[config.mk]
export PLATFORM = sky130hd
export DESIGN_NAME = wb_uart_tx_slave
export DESIGN_NICKNAME = d
export VERILOG_FILES = /design/src/rtl/wb_uart_tx_slave.sv
export SDC_FILE = /design/constraint.sdc
export NUM_CORES = 1
export LEC_CHECK = 0
export CORE_ASPECT_RATIO = 0.9
export CORE_MARGIN = 2
export CORE_UTILIZATION = 55
export CTS_CLUSTER_SIZE = 16
export DETAILED_ROUTE_END_ITERATION = 12
export PLACE_DENSITY = 0.75
export SYNTH_ARGS = -nofsm -noshare
export SYNTH_HDL_FRONTEND = slang
export SYNTH_SLANG_ARGS = --single-unit
[constraint.sdc]
create_clock -name clock -period 10.86 [get_ports clock]
set_input_delay 3.258 -clock clock [delete_from_list [all_inputs] [get_ports clock]]
set_output_delay 3.258 -clock clock [all_outputs]
set_load 0.01 [all_outputs]
[src/rtl/wb_uart_tx_slave.sv]
// Wishbone classic responder feeding an 8N1 UART transmitter through a byte FIFO.
// Registers: TXDATA (0x0), STATUS (0x4), DIVISOR (0x8), reserved (0xC).
module wb_uart_tx_slave #(
  parameter int unsigned FIFO_DEPTH    = 16,
  parameter logic [15:0] DIVISOR_RESET = 16'd86
) (
  input  logic        clock,
  input  logic        reset,
  input  logic [3:0]  wb_adr_i,
  input  logic [31:0] wb_dat_i,
  input  logic [3:0]  wb_sel_i,
  input  logic        wb_we_i,
  input  logic        wb_stb_i,
  input  logic        wb_cyc_i,
  output logic [31:0] wb_dat_o,
  output logic        wb_ack_o,
  output logic        uart_tx,
  output logic        irq_o
);

  localparam int unsigned AW = $clog2(FIFO_DEPTH);
  localparam int unsigned LW = AW + 1;

  typedef enum logic [1:0] {IDLE, START, DATA, STOP} state_t;

  state_t        state_q, state_d;
  logic [15:0]   cnt_q, cnt_d, dlat_q, dlat_d, div_q, div_d;
  logic [2:0]    bit_q, bit_d;
  logic [7:0]    shreg_q, shreg_d;
  logic          tx_q, tx_d, irq_q, irq_d, ack_q, ack_d, ovf_q, ovf_d;
  logic [31:0]   dat_q, dat_d;
  logic [AW-1:0] wr_ptr_q, wr_ptr_d, rd_ptr_q, rd_ptr_d;
  logic [LW-1:0] level_q, level_d;
  logic [7:0]    mem_q [FIFO_DEPTH];

  logic        req, wr, full, empty, push_req, push, pop, last;
  logic [1:0]  addr;
  logic [15:0] div_new;
  logic [31:0] status, rdata;
  logic        unused_ok;

  assign unused_ok = ^{wb_adr_i[1:0], wb_sel_i[3:2], wb_dat_i[31:16]};

  always_comb begin
    req      = wb_cyc_i & wb_stb_i & ~ack_q;
    wr       = req & wb_we_i;
    addr     = wb_adr_i[3:2];
    full     = (level_q == LW'(FIFO_DEPTH));
    empty    = (level_q == '0);
    push_req = wr & (addr == 2'd0) & wb_sel_i[0];
    push     = push_req & ~full;
    pop      = (state_q == IDLE) & ~empty;

    wr_ptr_d = push ? wr_ptr_q + AW'(1) : wr_ptr_q;
    rd_ptr_d = pop  ? rd_ptr_q + AW'(1) : rd_ptr_q;
    unique case ({push, pop})
      2'b10:   level_d = level_q + LW'(1);
      2'b01:   level_d = level_q - LW'(1);
      default: level_d = level_q;
    endcase

    // A push that finds the FIFO full is dropped but still acknowledged.
    ovf_d = ovf_q;
    if (wr && addr == 2'd1 && wb_sel_i[0] && wb_dat_i[3]) ovf_d = 1'b0;
    if (push_req && full) ovf_d = 1'b1;

    div_new = div_q;
    if (wb_sel_i[0]) div_new[7:0]  = wb_dat_i[7:0];
    if (wb_sel_i[1]) div_new[15:8] = wb_dat_i[15:8];
    if (div_new < 16'd2) div_new = 16'd2;
    div_d = (wr && addr == 2'd2) ? div_new : div_q;

    status = {16'h0, 8'(level_q), 4'h0, ovf_q, empty, full, state_q != IDLE};
    unique case (addr)
      2'd1:    rdata = status;
      2'd2:    rdata = {16'h0, div_q};
      default: rdata = '0;
    endcase
    ack_d = req;
    dat_d = (req && !wb_we_i) ? rdata : '0;
  end

  always_comb begin
    state_d = state_q;
    cnt_d   = cnt_q;
    bit_d   = bit_q;
    shreg_d = shreg_q;
    dlat_d  = dlat_q;
    last    = (cnt_q == dlat_q - 16'd1);
    unique case (state_q)
      IDLE: if (!empty) begin
        state_d = START;
        shreg_d = mem_q[rd_ptr_q];
        dlat_d  = div_q;
        cnt_d   = '0;
      end
      START: if (last) begin
        state_d = DATA;
        cnt_d   = '0;
        bit_d   = '0;
      end else cnt_d = cnt_q + 16'd1;
      DATA: if (last) begin
        cnt_d = '0;
        if (bit_q == 3'd7) state_d = STOP;
        else bit_d = bit_q + 3'd1;
      end else cnt_d = cnt_q + 16'd1;
      STOP: if (last) begin
        state_d = IDLE;
        cnt_d   = '0;
      end else cnt_d = cnt_q + 16'd1;
      default: state_d = IDLE;
    endcase
    // Line level and irq come from next-state values so both outputs stay registered.
    unique case (state_d)
      START:   tx_d = 1'b0;
      DATA:    tx_d = shreg_d[bit_d];
      default: tx_d = 1'b1;
    endcase
    irq_d = (level_d == '0) & (state_d == IDLE);
  end

  always_ff @(posedge clock or negedge reset) begin
    if (!reset) begin
      state_q  <= IDLE;
      cnt_q    <= '0;
      bit_q    <= '0;
      shreg_q  <= '0;
      dlat_q   <= DIVISOR_RESET;
      div_q    <= DIVISOR_RESET;
      tx_q     <= 1'b1;
      irq_q    <= 1'b1;
      ack_q    <= 1'b0;
      dat_q    <= '0;
      ovf_q    <= 1'b0;
      wr_ptr_q <= '0;
      rd_ptr_q <= '0;
      level_q  <= '0;
    end else begin
      state_q  <= state_d;
      cnt_q    <= cnt_d;
      bit_q    <= bit_d;
      shreg_q  <= shreg_d;
      dlat_q   <= dlat_d;
      div_q    <= div_d;
      tx_q     <= tx_d;
      irq_q    <= irq_d;
      ack_q    <= ack_d;
      dat_q    <= dat_d;
      ovf_q    <= ovf_d;
      wr_ptr_q <= wr_ptr_d;
      rd_ptr_q <= rd_ptr_d;
      level_q  <= level_d;
    end
  end

  always_ff @(posedge clock) begin
    if (push) mem_q[wr_ptr_q] <= wb_dat_i[7:0];
  end

  assign wb_ack_o = ack_q;
  assign wb_dat_o = dat_q;
  assign uart_tx  = tx_q;
  assign irq_o    = irq_q;

endmodule

# After elaboration in Yosys (flattened, before gate mapping)
# Memories as Yosys holds them, arrays and structs flattened.
# Index checks and enable logic that the tools add are counted.
# totals
regBits,110
mem_bits_rw,128
in_bits,45
output_inout_bits,35
elab_cells,92
n_memories,1
# memory_table
memory,depth,word_bits,read_ports,rd_clocked_by_memory_dff,wr,line,rtl
mem_q,16,8,1,0,1,34,logic [7:0] mem_q [FIFO_DEPTH];
# classes
n_addsub,7
magnitude_cmp,2
eq_ne,13
muxes,28
bitwise,11
reduce_logical,16
# op_table
cell,count
one-hot mux 16 bit (2 select lines),2
two-way mux 16 bit,3
two-way mux 32 bit,1
two-way mux 8 bit,4
adder 16 x 1 -> 16 bit (second input constant),1
equality test 16 bit,1
< comparator 16 x 2 -> 1 bit (second input constant),1
subtractor 16 x 1 -> 16 bit (second input constant),1
equality test 2 bit (second input constant),5
logical NOT 5 bit,2
two-way mux 2 bit,5
one-hot mux 5 bit (2 select lines),1
two-way mux 3 bit,3
adder 4 x 1 -> 4 bit (second input constant),2
AND 1 bit,8
equality test 2 x 1 -> 1 bit (second input constant),4
one-hot mux 2 bit (4 select lines),1
logical AND 1 bit,6
logical NOT 2 bit,3
one-hot mux 3 bit (2 select lines),1
adder 5 x 1 -> 5 bit (second input constant),1
equality test 5 bit (second input constant),1
two-way mux 1 bit,5
subtractor 5 x 1 -> 5 bit (second input constant),1
11 further kinds,14

# Longest topological paths before layout
# Gate-level depths: netlist (run 1).
# logic_depth
depth_word,10
ltp_mapped,16
depth_no_buf,15

# Least setup slack after synthesis (run 1)
# No wires, ideal clock.
# synth_timing
path_kind,input port to flip-flop
startpoint,input port wb_cyc_i
endpoint,"register irq_q, in the netlist irq_o"
setup_time_ns,0.097
t_arrival_ns,5.941
required_time_ns,10.763
slack_ns,4.822
cell_stages,13
n_path_buf,0
path_cell_list,nand2_1 > nor2_1 > nand4_1 > a21oi_1 > inv_1 > ha_1 > ha_1 > a21o_1 > a21oi_1 > xnor2_1 > mux2_2 > or4_1 > nor4_1
# synth_between
elab_chain_cells,10
elab_cells_between_ends,11
classes_between,eq/ne: 2; mux: 1; bitwise: 7; reduce/logical: 1
# synth_rtl
item,line,rtl
"start, declared",14,"input logic wb_cyc_i,"
AND 1 bit * (2 in series),45,req = wb_cyc_i & wb_stb_i & ~ack_q;
via ack_d,30,"logic tx_q, tx_d, irq_q, irq_d, ack_q, ack_d, ovf_q, ovf_d;"
AND 1 bit *,46,wr = req & wb_we_i;
AND 1 bit * (2 in series),50,push_req = wr & (addr == 2'd0) & wb_sel_i[0];
AND 1 bit *,51,push = push_req & ~full;
equality test 2 x 1 -> 1 bit or equality test 2 bit (tied branches),56,"unique case ({push, pop})"
one-hot mux 5 bit (2 select lines) *,56,
via level_d[3],33,"logic [LW-1:0] level_q, level_d;"
logical NOT 5 bit *,119,irq_d = (level_d == '0) & (state_d == IDLE);
AND 1 bit *,119,
via irq_d,30,
"end signal, assigned",146,irq_q <= irq_d;
"end, declared",30,
# The timed path passes the listed nets; every way through them passes the cells marked *.
# A chain may end at the register's enable or synchronous reset.

# Worst setup path after layout (run 1)
# layout_timing
startpoint,input port wb_stb_i
endpoint,"register irq_q, in the netlist irq_o"
# layout_between
elab_chain_cells,10
elab_cells_between_ends,11
classes_between,eq/ne: 2; mux: 1; bitwise: 7; reduce/logical: 1
# layout_rtl
item,line,rtl
"start, declared",13,"input logic wb_stb_i,"
AND 1 bit * (2 in series),45,
via ack_d,30,
AND 1 bit *,46,
AND 1 bit * (2 in series),50,
AND 1 bit *,51,
equality test 2 x 1 -> 1 bit or equality test 2 bit (tied branches),56,
one-hot mux 5 bit (2 select lines) *,56,
via level_d[3],33,
logical NOT 5 bit *,119,
AND 1 bit *,119,
via irq_d,30,
# Marked as above.

==> results.sh, run 1 <==
export IMPL_critPathKind="in2reg"
export IMPL_grt_max_degree=74
export IMPL_postRouteAntennaNets=0
export IMPL_portBuffers=43
export IMPL_vias=6246
export IMPL_synth_seq_cells=222
export IMPL_synth_seq_area_share_pct=62.1
export IMPL_crit_chain="clkdlybuf4s50_1, nand2_1, nor2_1, nand4_1, a21oi_1, inv_1, ha_1, ha_1, a21o_1, a21oi_1, xnor2_1, mux2_2, or4_1, nor4_1"
export IMPL_synth_area_leaders="edfxtp_1 38%, dfrtp_1 21%, mux4_2 8.3%"
export IMPL_clockBufferDepth=3
export IMPL_cts_root_buf="clkbuf_16"
export IMPL_synth_common_cells="128 x edfxtp_1, 98 x nand2_1, 84 x dfrtp_1"
export IMPL_grt_overflow_total=0
export IMPL_num_io_pins=80
export IMPL_nNetsFinal=848
export IMPL_layout_min_cycle_time_ns=6.61
export IMPL_yosysTopAreaCell="edfxtp_1"
export IMPL_critPathMaxStageDelay_ns=0.63
export IMPL_finalClockSkew_ns=0.0247
export IMPL_cp_end_kind="flop"
export IMPL_rsz0062_at_grt="false"
export IMPL_grt_pass1_wl_um=34700
export IMPL_synth_most_common_cell="edfxtp_1"
export IMPL_htree_num_levels=1
export IMPL_cts_setup_buffers=0
export IMPL_synth_cell_area_um2=9990
export IMPL_p_leak_nw=4.33
export IMPL_synth_ff_type="edfxtp_1"
export IMPL_maxCapViolations=0
export IMPL_dieWidth_um=146
export IMPL_clk_pin_slew_worst_paths_ns=0.06
export IMPL_start_util_pct=56.4
export IMPL_start_kind="input port"
export IMPL_tightest_slew_ns=1.27
export IMPL_critPathSlowestCell="or4_1"
export IMPL_flow_area_growth_from_synthesis_pct=14.1
export IMPL_cts_sinks=222
export IMPL_crit_fanout=9
export IMPL_place_congestion=0.879
export IMPL_placement_rows=46
export IMPL_critPathRequiredTime_ns=11.28
export IMPL_core_um2=17700
export IMPL_cts_hold_buf=0
export IMPL_wire_per_inst_um=20.9
export IMPL_slew_headroom_pct=14.2
export IMPL_ys_warn_count=0
export IMPL_cts_made_buffers=24
export IMPL_status="completed"
export IMPL_finalMaxSlewViolations=0
export IMPL_dp_hpwl_um=14300
export IMPL_synth_cell_type_count=64
export IMPL_first_pass_iters=5
export IMPL_cts_tree="built"
export IMPL_clk_latency_ns=0.53
export IMPL_dieArea_um2=19300
export IMPL_hold_viol_final=0
export IMPL_timing_fmax_ghz=0.151
export IMPL_fin_crit_sh_pct=60.9
export IMPL_timing_setup_tns_ns=0
export IMPL_first_global_vias=6261
export IMPL_powerDensity_nw_per_um2=252
export IMPL_n_antenna_cell=0
export IMPL_ir_drop_uv=157
export IMPL_total_power_mw=2.88
export IMPL_setup_viol=0
export IMPL_drc=0
export IMPL_antenna_found_initial=0
export IMPL_wl_um=21700
export IMPL_track_usage_pct=23.0
export IMPL_die_h_um=132
export IMPL_drive_above_1_share_pct=14.1
export IMPL_hold_class="reg2reg"
export IMPL_yosysTopAreaCellShare_pct=38.5
export IMPL_async_flop_share_pct=42.3
export IMPL_syn_inst=738
export IMPL_syn_avg_cell_area_um2=13.5
export IMPL_synth_edf_count=128
export IMPL_finish_utilization_pct=64.3
export IMPL_cp_arrival_ns=7.03
export IMPL_whs_ns=0.474
export IMPL_drt_vias_per_instance=6.01
export IMPL_cts_resized_gates=0
export IMPL_dr_first_iter_drc_count=719
[layer usage]
layer  up-vias  global-route usage (%)  routed length, um
met3        30                    4.39               1460
li1       2797                       -                  -
met4         0                    5.77                439
met1      3167                    33.1               9360
met5         -                       0                  0
met2       252                    37.1              10500
[worst paths after layout]
check | start | cells past startpoint | endpoint | slack [ns]
min | shreg_q[6] | 2 | shreg_q[6] | 0.47
max in group asynchronous | reset | 2 | rd_ptr_q[0] | 6.95
max | wb_stb_i | 14 | irq_o | 4.25
min in group asynchronous | reset | 1 | wr_ptr_q[0] | 2.61
max reg2reg | level_q[0] | 12 | irq_o | 6.11
min reg2reg | shreg_q[6] | 2 | shreg_q[6] | 0.47
[registers in the layout, summed over array words and instances (netlist names), 5 cells and up]
register,flops
cnt_q,16
div_q,16
dlat_q,16
level_q,5
mem_q,128
shreg_q,8
wb_dat_o,16
[power by group]
part | leakage [nW] | internal [mW] | switching (mW)
logic | 1.58 | 0.412 | 0.506
registers | 2.36 | 1.00 | 0.123
clock network | 0.400 | 0.505 | 0.330
[logic make-up (layout without fill, tap and decap cells)]
kind of cell	after synthesis	after routing	synth area share, %
AO/OA/AOI/OAI	97	97	6.37
XOR/XNOR	35	35	3.21
adder cells (fa/ha/maj)	21	21	2.70
buffers and inverters	67	114	3.21
flip-flops	222	222	62.1
multiplexers	63	63	11.2
other	1	16	0.0375
AND/OR/NAND/NOR	232	232	11.2
[metrics by stage]
step                cell area (um2)  setup WS (ns)  std cells
floorplan                     10000           4.82        753
global placement              10600           3.89        996
detailed placement            10600           3.75        996
CTS                           11400           4.28       1040
global route                  11400           4.03       1040
finish                        11400           4.25       1040
[layout make-up]
| cell class | instances | area, um2 |
|---|---|---|
| clock buffer | 35 | 672 |
| multi-input combinational | 464 | 3520 |
| clock inverter | 9 | 150 |
| tap | 240 | 300 |
| timing repair buffer | 49 | 473 |
| inverter | 21 | 78.8 |
| sequential | 222 | 6210 |
| fill | 1273 | 6320 |
[worst max-delay path: cells and delay by family]
kind / cells / cell delay, ns
AOI/OAI and AO/OA: 3 / 0.94
xor gates and xnor gates: 1 / 0.08
adders and majority gates: 2 / 0.58
buffers and inverters: 2 / 0.56
muxes: 1 / 0.27
and+or+nand+nor: 5 / 1.34
[cells in the final DEF, fill, tap and decap left out, types with 7 or more instances in the layout]
cell type,count
edfxtp_1,128
nand2_1,98
dfrtp_1,83
clkdlybuf4s50_1,42
o21ai_0,41
nor2_1,38
mux4_2,37
xnor2_1,26
clkbuf_16,24
inv_1,21
ha_1,20
nor3_1,18
mux2_2,17
nand3_1,16
conb_1,16
and3_1,14
a21oi_1,13
a22oi_1,11
nor4_1,11
dfstp_2,10
mux2i_1,9
and2_1,8
xor2_1,8
clkbuf_1,8
buf_4,7
Note: power is estimated with default switching activity, not from simulation.
==> run 2: changes to the inputs <==
Settings changed: CORE_UTILIZATION 55 to 53, PLACE_DENSITY 0.75 to 0.76.
Clock period 10.86 ns to 5.6 ns, I/O delays scaled along.
==> results.sh, run 2 (synthesized netlist as in run 1, its figures left out) <==
export IMPL_status="completed"
export IMPL_drc=0
export IMPL_switching_power_mw=1.83
export IMPL_r2r_end="uart_tx"
export IMPL_n_antenna_cell=0
export IMPL_place_congestion=0.840
export IMPL_nNetsFinal=857
export IMPL_cp_end_kind="flop"
export IMPL_antenna_found_initial=0
export IMPL_clockBufferDepth=3
export IMPL_hold_viol_final=0
export IMPL_cts_root_buf="clkbuf_16"
export IMPL_htree_num_levels=1
export IMPL_slew_headroom_pct=21.3
export IMPL_rr_startpoint="dlat_q[5]"
export IMPL_multi_input_area_um2=3520
export IMPL_layout_min_cycle_time_ns=4.41
export IMPL_fin_ws_ns=1.19
export IMPL_start_util_pct=54.1
export IMPL_cts_hold_buf=0
export IMPL_hold_class="reg2reg"
export IMPL_cts_sinks=222
export IMPL_drive_above_1_share_pct=15.2
export IMPL_first_pass_iters=5
export IMPL_finalClockSkew_ns=0.0181
export IMPL_dieWidth_um=149
export IMPL_pre_cts_ws_ns=0.704
export IMPL_num_io_pins=80
export IMPL_portBuffers=43
export IMPL_timing_fmax_ghz=0.227
export IMPL_wire_per_inst_um=20.0
export IMPL_vias=6283
export IMPL_grt_max_degree=70
export IMPL_first_global_vias=6302
export IMPL_cts_resized_gates=0
export IMPL_wl_um=21100
export IMPL_crit_cells=14
export IMPL_reg2reg_depth=10
export IMPL_setup_viol=0
export IMPL_power_frac_comb_pct=30.9
export IMPL_dieArea_um2=20000
export IMPL_clk_latency_ns=0.53
export IMPL_cp_startpoint="wb_stb_i"
export IMPL_critPathMaxStageDelay_ns=0.53
export IMPL_cts_tree="built"
export IMPL_switching_share_pct=33.4
export IMPL_layout_common_cells="128 x edfxtp_1, 98 x nand2_1, 83 x dfrtp_1"
export IMPL_powerDensity_nw_per_um2=480
export IMPL_flow_area_growth_from_synthesis_pct=14.4
export IMPL_maxCapViolations=0
export IMPL_critPathSlowestCell="or4_1"
export IMPL_place_inst=1011
export IMPL_postRouteAntennaNets=0
export IMPL_clkPwrFrac_pct=28.1
export IMPL_p_int_mw=3.66
export IMPL_r2r_slack_ns=1.30
export IMPL_fillers=1336
export IMPL_crit_buf_inv=2
export IMPL_cts_setup_buffers=0
export IMPL_ff_latch_area_um2=6210
export IMPL_fin_crit_sh_pct=78.7
export IMPL_seqPwrFrac_pct=41.0
export IMPL_final_common_cell="edfxtp_1"
export IMPL_dr_first_iter_drc_count=556
export IMPL_final_cells=1053
export IMPL_cts_made_buffers=23
export IMPL_start_kind="input port"
export IMPL_grt_overflow_total=0
export IMPL_placement_rows=47
export IMPL_p_leak_nw=4.36
export IMPL_track_usage_pct=21.5
export IMPL_critPathRequiredTime_ns=6.03
export IMPL_critPathKind="in2reg"
export IMPL_drt_vias_per_instance=5.97
export IMPL_top_register="mem_q"
export IMPL_crit_fanout=5
export IMPL_tightest_slew_ns=1.17
export IMPL_finalMaxSlewViolations=0
export IMPL_grt_pass1_wl_um=33500
export IMPL_rsz0062_at_grt="false"
export IMPL_core_um2=18500
export IMPL_critical_path_top_delay_family="simple AND/OR/NAND/NOR gates"
export IMPL_timing_setup_tns_ns=0
export IMPL_total_power_mw=5.49
export IMPL_ir_drop_uv=270
export IMPL_crit_chain="clkdlybuf4s50_1, nand2_1, nor2_1, nand4_1, a21oi_1, inv_1, ha_1, ha_1, a21o_1, a21oi_1, xnor2_1, mux2_2, or4_1, nor4_1"
export IMPL_clk_pin_slew_worst_paths_ns=0.06
export IMPL_dp_hpwl_um=14200
export IMPL_die_h_um=134
export IMPL_cp_arrival_ns=4.83
export IMPL_largest_register_ffs=128
export IMPL_crit_end="irq_o"
run 2: through the flow:
stage          instance area [um2]  hold slack (ns)  util (%)
4_1_cts                      11400            0.477      61.9
5_1_grt                      11400            0.502      61.9
6_report                     11400            0.476      61.9
2_1_floorplan                10000            0.437         -
3_5_place_dp                 10700            0.463      57.8
3_3_place_gp                 10700            0.456      57.8
run 2: how the worst min path moves through the flow:
stage / from / to / cells past startpoint
finish: shreg_q[0] / shreg_q[0] / 2
global route: shreg_q[3] / shreg_q[3] / 2
CTS: shreg_q[0] / shreg_q[0] / 2
detailed placement: shreg_q[2] / shreg_q[2] / 2
global placement: shreg_q[4] / shreg_q[4] / 2
floorplan: shreg_q[0] / shreg_q[0] / 2
run 2: cell type report:
cell class	instances	share of cell area, %
clock buffers	27	5.25
clock inverters	15	1.46
inverters	21	0.690
multi-input cells	464	30.8
flip-flops and latches	222	54.3
well taps	245	2.68
repair buffers	59	4.79
run 2: worst min-delay path, stage by stage (launching register included):
cell and delay [ns]:
dfrtp_1 0.33, nand2_1 0.05, nand2_1 0.07
run 2: power groups by stage:
stage                     clock (mW)  combinational (mW)  sequential (mW)
after CTS                       1.56                1.69             2.25
final                           1.54                1.70             2.25
after detailed placement           0                1.67             2.27
after global routing            1.62                1.86             2.28
after global placement             0                1.58             2.26
after floorplan                    0                1.40             2.10
run 2: per-layer routing:
metal	up-vias	track usage [%]	wire [um]
met2	265	35.1	10100
met1	3173	31.1	8990
met4	0	5.66	501
li1	2807	-	-
met3	38	2.79	1440
met5	-	0	0
==> run 3: changes to the inputs <==
Clock period 5.6 ns to 3.9 ns, I/O delays scaled along.
==> results.sh, run 3 (synthesized netlist as in run 1, its figures left out) <==
export IMPL_largest_register_ffs=128
export IMPL_crit_end="uart_tx"
export IMPL_first_global_vias=6381
export IMPL_critical_path_top_delay_family="simple AND/OR/NAND/NOR gates"
export IMPL_layout_min_cycle_time_ns=3.69
export IMPL_nNetsFinal=892
export IMPL_ff_latch_area_um2=6210
export IMPL_vias=6323
export IMPL_crit_chain="inv_1, ha_1, or3b_4, a2111oi_2, and3b_1, or4_1, or4b_4, a21o_1, a22o_4, nand2b_4, o211a_1, a31oi_2"
export IMPL_ir_drop_uv=373
export IMPL_cp_arrival_ns=4.14
export IMPL_first_pass_iters=5
export IMPL_cp_startpoint="dlat_q[0]"
export IMPL_reg2reg_depth=12
export IMPL_crit_fanout=5
export IMPL_critPathSlowestCell="or4b_4"
export IMPL_cts_made_buffers=24
export IMPL_wl_um=21600
export IMPL_setup_viol=0
export IMPL_portBuffers=43
export IMPL_clk_latency_ns=0.53
export IMPL_hold_class="reg2reg"
export IMPL_powerDensity_nw_per_um2=688
export IMPL_crit_buf_inv=1
export IMPL_status="completed"
export IMPL_timing_fmax_ghz=0.271
export IMPL_clockBufferDepth=3
export IMPL_cts_sinks=222
export IMPL_drive_above_1_share_pct=19.5
export IMPL_layout_common_cells="128 x edfxtp_1, 97 x nand2_1, 83 x dfrtp_1"
export IMPL_fin_crit_sh_pct=94.7
export IMPL_drt_vias_per_instance=5.81
export IMPL_clk_pin_slew_worst_paths_ns=0.06
export IMPL_r2r_slack_ns=0.21
export IMPL_rsz0062_at_grt="false"
export IMPL_fin_ws_ns=0.209
export IMPL_dieWidth_um=149
export IMPL_cts_hold_buf=0
export IMPL_postRouteAntennaNets=0
export IMPL_whs_ns=0.479
export IMPL_rr_startpoint="dlat_q[0]"
export IMPL_critPathMaxStageDelay_ns=0.54
export IMPL_multi_input_area_um2=3550
export IMPL_critPathRequiredTime_ns=4.34
export IMPL_maxCapViolations=0
export IMPL_place_congestion=0.876
export IMPL_timing_setup_tns_ns=0
export IMPL_cts_tree="built"
export IMPL_placement_rows=47
export IMPL_slew_headroom_pct=45.2
export IMPL_dr_first_iter_drc_count=513
export IMPL_drc=0
export IMPL_track_usage_pct=22.4
export IMPL_postPlaceCellArea_um2=10900
export IMPL_cts_setup_buffers=0
export IMPL_finalMaxSlewViolations=0
export IMPL_n_antenna_cell=0
export IMPL_start_kind="flop"
export IMPL_num_io_pins=80
export IMPL_antenna_found_initial=0
export IMPL_core_um2=18500
export IMPL_cts_root_buf="clkbuf_16"
export IMPL_flow_area_growth_from_synthesis_pct=17.8
export IMPL_top_register="mem_q"
export IMPL_grt_pass1_wl_um=34900
export IMPL_p_leak_nw=4.55
export IMPL_cts_resized_gates=0
export IMPL_total_power_mw=8.09
export IMPL_grt_max_degree=57
export IMPL_dp_hpwl_um=14800
export IMPL_start_util_pct=54.1
export IMPL_tightest_slew_ns=0.821
export IMPL_finalClockSkew_ns=0.0171
export IMPL_hold_viol_final=0
export IMPL_pre_cts_ws_ns=-0.330
export IMPL_wire_per_inst_um=19.8
export IMPL_fillers=1345
export IMPL_crit_cells=12
export IMPL_final_common_cell="edfxtp_1"
export IMPL_grt_overflow_total=0
export IMPL_dieArea_um2=20000
export IMPL_r2r_end="uart_tx"
export IMPL_cp_end_kind="flop"
export IMPL_design_area_um2=11800
export IMPL_critPathKind="reg2reg"
export IMPL_die_h_um=134
export IMPL_htree_num_levels=1
## run 3: changes by cell type in the layout (fill, tap and decap cells not counted), sizes merged
| cell | change |
|---|---|
| buf | +34 |
| clkinv | -7 |
| bufinv | -2 |
| inv | +1 |
| clkbuf | +10 |
## run 3: power by group
part / internal (mW) / switching, mW
combinational: 1.27 / 1.42
clock: 1.36 / 0.931
sequential: 2.78 / 0.338
total: 5.41 / 2.68
## run 3: cell type report
| cell class | instances | area share, % |
|---|---|---|
| sequential | 222 | 52.8 |
| multi-input combinational | 464 | 30.2 |
| timing repair buffer | 93 | 6.83 |
| clock buffer | 37 | 6.14 |
| tap | 245 | 2.61 |
| clock inverter | 7 | 0.797 |
| inverter | 21 | 0.670 |
## run 3: worst min path at each step
stage | from | to | cells after the start
2_1_floorplan | shreg_q[0] | shreg_q[0] | 2
3_3_place_gp | shreg_q[0] | shreg_q[0] | 2
3_5_place_dp | div_q[6] | dlat_q[6] | 2
4_1_cts | div_q[4] | dlat_q[4] | 2
5_1_grt | div_q[4] | dlat_q[4] | 2
6_report | div_q[4] | dlat_q[4] | 2
## run 3: metrics by stage
step | util [%] | cells
global route | 63.7 | 1089
CTS | 63.6 | 1089
detailed placement | 59.2 | 1045
global placement | 59.2 | 1045
floorplan | - | 753
finish | 63.7 | 1089
## run 3: routing by layer
metal  GRT usage (%)  share of wire, %  vias to the layer above
met2            36.4                48                      226
met4            4.39               1.7                        0
met5               0                 0                        -
met1            32.2                43                     3182
li1                -                 -                     2880
met3            4.29               7.3                       35
## run 3: worst reg2reg max path, cell delays in order (launching register included)
cell and delay [ns]:
dfrtp_1 0.37, inv_1 0.08, ha_1 0.19, or3b_4 0.41, a2111oi_2 0.28, and3b_1 0.23, or4_1 0.51, or4b_4 0.54
a21o_1 0.21, a22o_4 0.27, nand2b_4 0.13, o211a_1 0.22, a31oi_2 0.19
